===== config.mk =====
export PLATFORM = sky130hd
export DESIGN_NAME = souper_aud_rx
export DESIGN_NICKNAME = d
export VERILOG_FILES = /design/src/rtl/souper_aud_pkg.sv /design/src/rtl/souper_aud_fifo.sv /design/src/rtl/souper_aud_rx.sv
export SDC_FILE = /design/constraint.sdc
export NUM_CORES = 1
export LEC_CHECK = 0
export ABC_AREA = 1
export CORE_ASPECT_RATIO = 0.75
export CORE_MARGIN = 2
export CORE_UTILIZATION = 48
export CTS_CLUSTER_SIZE = 10
export DETAILED_ROUTE_END_ITERATION = 7
export HOLD_SLACK_MARGIN = 0.1
export PLACE_DENSITY = 0.66
export SLEW_MARGIN = 20
export SYNTH_ARGS = -nofsm -noshare
export SYNTH_HDL_FRONTEND = slang
export SYNTH_SLANG_ARGS = --single-unit
export TNS_END_PERCENT = 50

===== constraint.sdc =====
create_clock -name clk_sys -period 5.79 [get_ports clk_sys]
set_input_delay 1.158 -clock clk_sys [delete_from_list [all_inputs] [get_ports clk_sys]]
set_output_delay 1.158 -clock clk_sys [all_outputs]
set_load 0.01 [all_outputs]

===== src/rtl/souper_aud_pkg.sv =====
// Shared types and constants for the Souper audio command receiver.
package souper_aud_pkg;

  typedef logic [7:0] aud_cmd_t;

  localparam int       AUD_DEF_DEPTH = 16;
  localparam aud_cmd_t AUD_OVF_MAX   = 8'hFF;

endpackage


===== src/rtl/souper_aud_fifo.sv =====
// Synchronous FIFO with a registered show-ahead head; pointers carry one
// extra bit so that full and empty can be told apart.
module souper_aud_fifo
  import souper_aud_pkg::*;
#(
  parameter int DEPTH = AUD_DEF_DEPTH
) (
  input  logic                     clk_i,
  input  logic                     rst_i,
  input  logic                     push_i,
  input  aud_cmd_t                 data_i,
  input  logic                     pop_i,
  output aud_cmd_t                 head_o,
  output logic                     head_valid_o,
  output logic                     full_o,
  output logic [$clog2(DEPTH):0]   level_o
);

  localparam int AW = $clog2(DEPTH);
  localparam int PW = AW + 1;

  aud_cmd_t        mem [DEPTH];
  logic [PW-1:0]   wptr_q, wptr_d;
  logic [PW-1:0]   rptr_q, rptr_d;
  aud_cmd_t        head_q;
  logic            head_valid_q;
  logic            wr_en;
  logic            rd_en;
  logic [PW-1:0]   level;

  assign level  = wptr_q - rptr_q;
  assign full_o = (level == PW'(DEPTH));
  assign rd_en  = pop_i & head_valid_q;
  // A pop frees the slot the push lands in, so a full FIFO may still accept.
  assign wr_en  = push_i & (~full_o | rd_en);

  always_comb begin
    wptr_d = wptr_q + PW'(wr_en);
    rptr_d = rptr_q + PW'(rd_en);
  end

  always_ff @(posedge clk_i) begin
    if (wr_en) mem[wptr_q[AW-1:0]] <= data_i;
  end

  // Head compares against the old write pointer: a fresh entry shows up one
  // edge after it is written.
  always_ff @(posedge clk_i or posedge rst_i) begin
    if (rst_i) begin
      wptr_q       <= '0;
      rptr_q       <= '0;
      head_q       <= '0;
      head_valid_q <= 1'b0;
    end else begin
      wptr_q       <= wptr_d;
      rptr_q       <= rptr_d;
      head_q       <= mem[rptr_d[AW-1:0]];
      head_valid_q <= (rptr_d != wptr_q);
    end
  end

  assign head_o       = head_q;
  assign head_valid_o = head_valid_q;
  assign level_o      = level;

endmodule


===== src/rtl/souper_aud_rx.sv =====
// Souper audio command receiver: request toggle synchroniser, capture FIFO and
// sticky overflow flag. Define SOUPER_AUD_OVF_CNT_EN to add the drop counter.
module souper_aud_rx
  import souper_aud_pkg::*;
#(
  parameter int DEPTH = AUD_DEF_DEPTH
) (
  input  logic                   clk_sys,
  input  logic                   reset,
  input  aud_cmd_t               aud_com,
  input  logic                   aud_req_n,
  output aud_cmd_t               cmd_data,
  output logic                   cmd_valid,
  input  logic                   cmd_ready,
  output logic [$clog2(DEPTH):0] level,
  output logic                   ovf,
`ifdef SOUPER_AUD_OVF_CNT_EN
  output logic [7:0]             ovf_cnt,
`endif
  input  logic                   ovf_clr
);

  logic req_s1_q, req_s2_q, req_s3_q;
  logic push, pop, full, drop;
  logic ovf_q, ovf_d;

  // Flops idle high to match the released request line.
  always_ff @(posedge clk_sys or posedge reset) begin
    if (reset) begin
      req_s1_q <= 1'b1;
      req_s2_q <= 1'b1;
      req_s3_q <= 1'b1;
    end else begin
      req_s1_q <= aud_req_n;
      req_s2_q <= req_s1_q;
      req_s3_q <= req_s2_q;
    end
  end

  assign push = req_s2_q ^ req_s3_q;
  assign pop  = cmd_valid & cmd_ready;
  assign drop = push & full & ~pop;

  // aud_com is sampled raw: it has been stable for two cycles by now.
  souper_aud_fifo #(.DEPTH(DEPTH)) u_fifo (
    .clk_i        (clk_sys),
    .rst_i        (reset),
    .push_i       (push),
    .data_i       (aud_com),
    .pop_i        (pop),
    .head_o       (cmd_data),
    .head_valid_o (cmd_valid),
    .full_o       (full),
    .level_o      (level)
  );

  always_comb begin
    ovf_d = ovf_q;
    if (drop)         ovf_d = 1'b1;
    else if (ovf_clr) ovf_d = 1'b0;
  end

  always_ff @(posedge clk_sys or posedge reset) begin
    if (reset) ovf_q <= 1'b0;
    else       ovf_q <= ovf_d;
  end

  assign ovf = ovf_q;

`ifdef SOUPER_AUD_OVF_CNT_EN
  logic [7:0] ovf_cnt_q, ovf_cnt_d;

  // A drop in the clear cycle restarts the count at one.
  always_comb begin
    ovf_cnt_d = ovf_cnt_q;
    if (drop) begin
      if (ovf_clr)                       ovf_cnt_d = 8'd1;
      else if (ovf_cnt_q != AUD_OVF_MAX) ovf_cnt_d = ovf_cnt_q + 8'd1;
    end else if (ovf_clr) begin
      ovf_cnt_d = 8'd0;
    end
  end

  always_ff @(posedge clk_sys or posedge reset) begin
    if (reset) ovf_cnt_q <= 8'd0;
    else       ovf_cnt_q <= ovf_cnt_d;
  end

  assign ovf_cnt = ovf_cnt_q;
`endif

endmodule


Word-level counts from Yosys, hierarchy flattened:

Memory sizes are Yosys's and may differ from the RTL's. A register that Yosys moved wholly into a read port is not among the register bits.
Index checks and enable logic that the tools add are counted.

* register bits: 15
* bits in writable memories: 128
* bits of input ports: 13
* logic and storage cells: 27
* memories: 1

Memories
* u_fifo.mem: words 16, bits a word 8, read ports 1, clocked after memory_dff 1, wr ports 1, RTL line souper_aud_fifo.sv:22 `aud_cmd_t mem [DEPTH];`

* $add $sub $neg: 3
* equality and inequality tests: 2
* multiplexer cells: 4
* bitwise logic cells: 9
* reductions and logical operators: 1

Operator list (count)
* adder 5 x 1 -> 5 bit: 2
* AND 1 bit: 5
* == test 5 bit, second input constant: 1
* inequality test 5 bit: 1
* subtractor 5 bit: 1
* two-way mux 1 bit: 4
* NOT 1 bit: 2
* nonzero test 2 bit: 1
* OR 1 bit: 1
* bitwise XOR 1 bit: 1

Logic depth before layout (Yosys ltp):

* word-level depth: 7
* mapped depth: 16

By module:

Synthesis repeated with hierarchy kept, for this count alone.

* cell total of the unflattened synthesis: 516
* area, all modules: 6296.0 um^2

By module, submodules not included
* souper_aud_fifo: times used 1, cells each 498, area each 6135.9 um^2, sequential area each 4319.1 um^2
* souper_aud_rx: times used 1, cells each 18, area each 160.2 um^2, sequential area each 103.8 um^2

Least setup slack after synthesis:

OpenSTA, ideal clock, no wires.

* path kind: input to register
* start: input cmd_ready
* end: register u_fifo.head_q[0], in the netlist u_fifo.head_o[0], read port of u_fifo.mem
* setup time: 65 ps
* arrival time: 2619 ps
* required time: 5725 ps
* setup slack: 3106 ps
* cell stages on the path: 10
* path buffers: 2
* cell sequence: nand2_1 -> inv_1 -> ha_1 -> ha_1 -> buf_2 -> clkbuf_1 -> o21ai_0 -> o211ai_1 -> nand3_1 -> nand2_1

* longest elaborated chain between the ends: 3

RTL lines
* from (decl): RTL line souper_aud_rx.sv:14 `input logic cmd_ready,`
* AND 1 bit: RTL line souper_aud_rx.sv:41 `assign pop = cmd_valid & cmd_ready;`
* AND 1 bit: RTL line souper_aud_fifo.sv:33 `assign rd_en = pop_i & head_valid_q;`
* adder 5 x 1 -> 5 bit: RTL line souper_aud_fifo.sv:39 `rptr_d = rptr_q + PW'(rd_en);`
* net u_fifo.rptr_d[1]: RTL line souper_aud_fifo.sv:24 `logic [PW-1:0] rptr_q, rptr_d;`
* to (decl): RTL line souper_aud_fifo.sv:25 `aud_cmd_t head_q;`

The timed path passes the listed nets, and every way through them passes these cells.
A chain may end at the register's enable or synchronous reset.

Worst setup path after layout:

* start: register u_fifo.wptr_q[0]
* end: output level[4]

* longest elaborated chain between the ends: 1

RTL lines
* from (decl): RTL line souper_aud_fifo.sv:23 `logic [PW-1:0] wptr_q, wptr_d;`
* from (signal assigned): RTL line souper_aud_fifo.sv:55 `wptr_q <= wptr_d;`
* subtractor 5 bit: RTL line souper_aud_fifo.sv:31 `assign level = wptr_q - rptr_q;`
* to (decl): RTL line souper_aud_rx.sv:15 `output logic [$clog2(DEPTH):0] level,`

No other way between the ends.

==> summary.md <==
| Metric | Value |
|---|---|
| Status | `completed` |
| Number of diodes | `0` |
| Fmax | `0.271 GHz` |
| Pwr/cell area | `633 nW/um^2` |
| Critical Path RT | `4.63 ns` |
| Area added between synthesis and finish | `16.6%` |
| Max VDD drop | `0.000319 V` |
| Syn Nets | `roughly 550` |
| Place WS | `2.21 ns` |
| Ports | `28` |
| Avg WL per Cell | `18.9 um` |
| Remaining Overflow, GRT | `0` |
| Share of the yosys chip area belonging to registers | `0.703` |
| Cells after Synth | `532` |
| Number of setup buffers added after CTS | `0` |
| Reg-to-reg endpoint | `u_fifo.mem[3][1]` |
| Critical path cell sequence | `inv_1, ha_1, fa_1, inv_1, nand3_1, nand2_1, nand2_1, nand2_1, clkdlybuf4s50_1` |
| CP most frequent cell | `nand2_1` |
| Register bit total from synthesis | `151` |
| CP max stage cell | `clkdlybuf4s50_1` |
| Final net count | `580` |
| Syn Std Cell Area | `6290 sq um` |
| DP Wirelength | `between 8 and 9 mm` |
| First-pass GRT wire length | `21.7 mm` |
| Largest net degree at the start of global routing | `65` |
| Die Wd | `136 um` |
| FF-to-FF setup slack | `2.85 ns` |
| CP delay by family, top | `buffers and inverters` |
| WP data arrival | `2.53 ns` |
| Internal power | `approximately 2800 uW` |
| Psw | `1830 uW` |
| Ys async rst share | `0.152` |
| Net Sw Frac | `0.395` |
| Most frequent cells in the layout | `137 x nor2_1, 128 x edfxtp_1, 65 x o21ai_0, 45 x nand2_1, 43 x nand3_1` |
| Root buffer cell | `clkbuf_16` |
| Pleak | `0.00264 uW` |
| Element type at the critical path end | `primary output` |
| Yosys cell types | `26` |
| CTS buffer count | `17` |
| Clock buffer depth | `2` |
| Share of cells above drive strength 1 | `0.0893` |
| Worst-path clk slew | `0.06 ns` |
| Tmin final | `3.69 ns` |
| Hold path start | `req_s1_q` |
| Pins Over Slew Limit | `0` |
| Initial DRC Count | `between 400 and 500` |
| WHS Path Cells | `0` |
| IO buf count | `27` |
| Reg2Reg Depth | `10` |
| Sequential share of power | `0.311` |
| Total core area | `12,900 sq um` |
| Hold Path End | `req_s2_q` |
| Worst setup SP type | `register` |
| Vias in the first global route | `3,897` |
| Setup-failing EPs final | `0` |
| Final cell count without fillers | `between 700 and 800` |
| CTS HTree Levels | `4` |
| Worst setup margin | `about 2.1 ns` |
| DR pass1 iterations | `5` |
| Tcrit/Tclk final | `0.637` |
| Hold Path Class | `reg2reg` |
| Headroom to the max-slew limit | `0.342` |
| Die Ht | `103 um` |
| Setup TNS | `0 ns` |
| Initial Util | `0.488` |
| Core Rows | `36` |
| Final ANT Viol Nets | `0` |
| Commonest non-fill, non-tap cell in the layout | `nor2_1` |
| Worst-Skew Late Latency | `0.42 ns` |
| Slowest stage delay, CP | `0.54 ns` |
| CTS Hold Bufs | `0` |
| WL final | `14.0 mm` |
| Fin Hold WS | `0.355 ns` |
| Die area | `about 14,000 sq um` |
| RSZ-0062 raised after global routing | `false` |
| WS Path Type | `reg2out` |
| CP bufs+invs | `3` |
| GP Congestion | `roughly 0.87` |
| Ys flop type | `edfxtp_1` |
| Final hold vios | `0` |
| Skew final | `0.00748 ns` |
| Vias per cell | `5.51` |
| TritonCTS sink count | `151` |
| Via count | `~4.1k` |
| Placed cells | `710` |
| DRC viols | `0` |
| CTS tree | `done` |
| Resized cells post-CTS | `0` |
| Clk pwr share | `0.258` |
| Post-synth EDFFs | `between 100 and 150` |
| Syn. warnings | `0` |
| Mean Syn Cell Area | `11.8 sq um` |
| Least-Margin Pin Slew | `about 0.98 ns` |
| Gr usage total | `0.215` |
| Logic gate share of total power | `0.431` |
| Critical path peak fanout | `6` |
| Worst R2R Start | `u_fifo.wptr_q[0]` |
| Initial antenna violation count | `0` |
| Max-cap violations | `0` |
[logic make-up after synthesis]
| kind of cell | Yosys count | share of synthesized area |
|---|---|---|
| and+or+nand+nor | 228 | 0.146 |
| DFF | 151 | 0.703 |
| AOI/OAI and AO/OA | 84 | 0.0812 |
| buffers and inverters | 50 | 0.0336 |
| xor gates and xnor gates | 10 | 0.0169 |
| adders and majority gates | 9 | 0.0191 |
[worst reg2reg max path: stages (launching register included)]
cell and delay, ns:
dfrtp_1 0.45, inv_1 0.12, ha_1 0.23, fa_1 0.40, inv_1 0.07, nand3_1 0.08
nand3_1 0.09, nand2_1 0.09, nand3_1 0.09, nand2_2 0.20, nor2_1 0.73
[cell type report]
cell class              instances  area, sq um
clock inverters                13          203
clock buffers                  19          433
well taps                     171          214
fillers                      1037         5550
repair buffers                 31          300
flip-flops and latches        151         4420
multi-input cells             331         1660
inverters                      26          100
[per-layer routing]
metal / GRT usage / up-vias / wire length, um / share of wire
met4: 0.0849 / 0 / 246 / 0.018
met3: 0.0560 / 22 / 1110 / 0.079
met1: 0.306 / 1999 / 6290 / 0.45
met2: 0.319 / 165 / 6370 / 0.45
li1: - / 1900 / - / -
met5: 0 / - / 0 / 0
[power by group through the flow]
stage,sequential (uW),combinational (uW),clock [uW]
floorplan,1450,1350,0
global placement,1460,1950,0
detailed placement,1460,1970,0
CTS,1440,1990,1200
global route,1460,2220,1240
finish,1450,2000,1200
[state kept, by name (all words and copies together), names as in the netlist]
| register | count |
|---|---|
| u_fifo.head_valid_o | 1 |
| u_fifo.mem | 128 |
| u_fifo.rptr_q | 5 |
| u_fifo.wptr_q | 5 |
| req_s2_q | 1 |
| ovf | 1 |
| u_fifo.head_o | 8 |
| req_s3_q | 1 |
| req_s1_q | 1 |
[cell usage after synthesis (2+ instances only)]
cell	n	area [sq um]
nor2_1	137	514
edfxtp_1	128	3840
o21ai_0	65	325
nand2_1	45	169
nand3_1	43	215
inv_1	23	86.3
dfrtp_1	20	500
clkbuf_1	13	48.8
o211ai_2	10	125
buf_2	8	40.0
ha_1	8	100
xor2_1	8	70.1
o211ai_1	6	45.0
a21oi_1	3	15.0
dfstp_2	3	78.8
clkinv_1	2	7.51
[worst max path at each step]
stage	end	depth (start not counted)	start	slack, ns
CTS	level[4]	9	u_fifo.wptr_q[0]	2.09
floorplan	u_fifo.head_o[0]	10	cmd_ready	3.11
global placement	u_fifo.head_o[1]	10	cmd_ready	2.22
finish	level[4]	9	u_fifo.wptr_q[0]	2.10
global route	level[4]	9	u_fifo.wptr_q[0]	1.98
detailed placement	u_fifo.head_o[1]	10	cmd_ready	2.21
[through the flow]
stage	power, uW	utilization	cell area, sq um
global route	4920	0.569	7330
detailed placement	3440	0.520	6690
CTS	4630	0.569	7330
global placement	3410	0.520	6690
floorplan	2810	-	6290
finish	4640	0.569	7330
No activity file was read; power rests on OpenSTA's default activity.
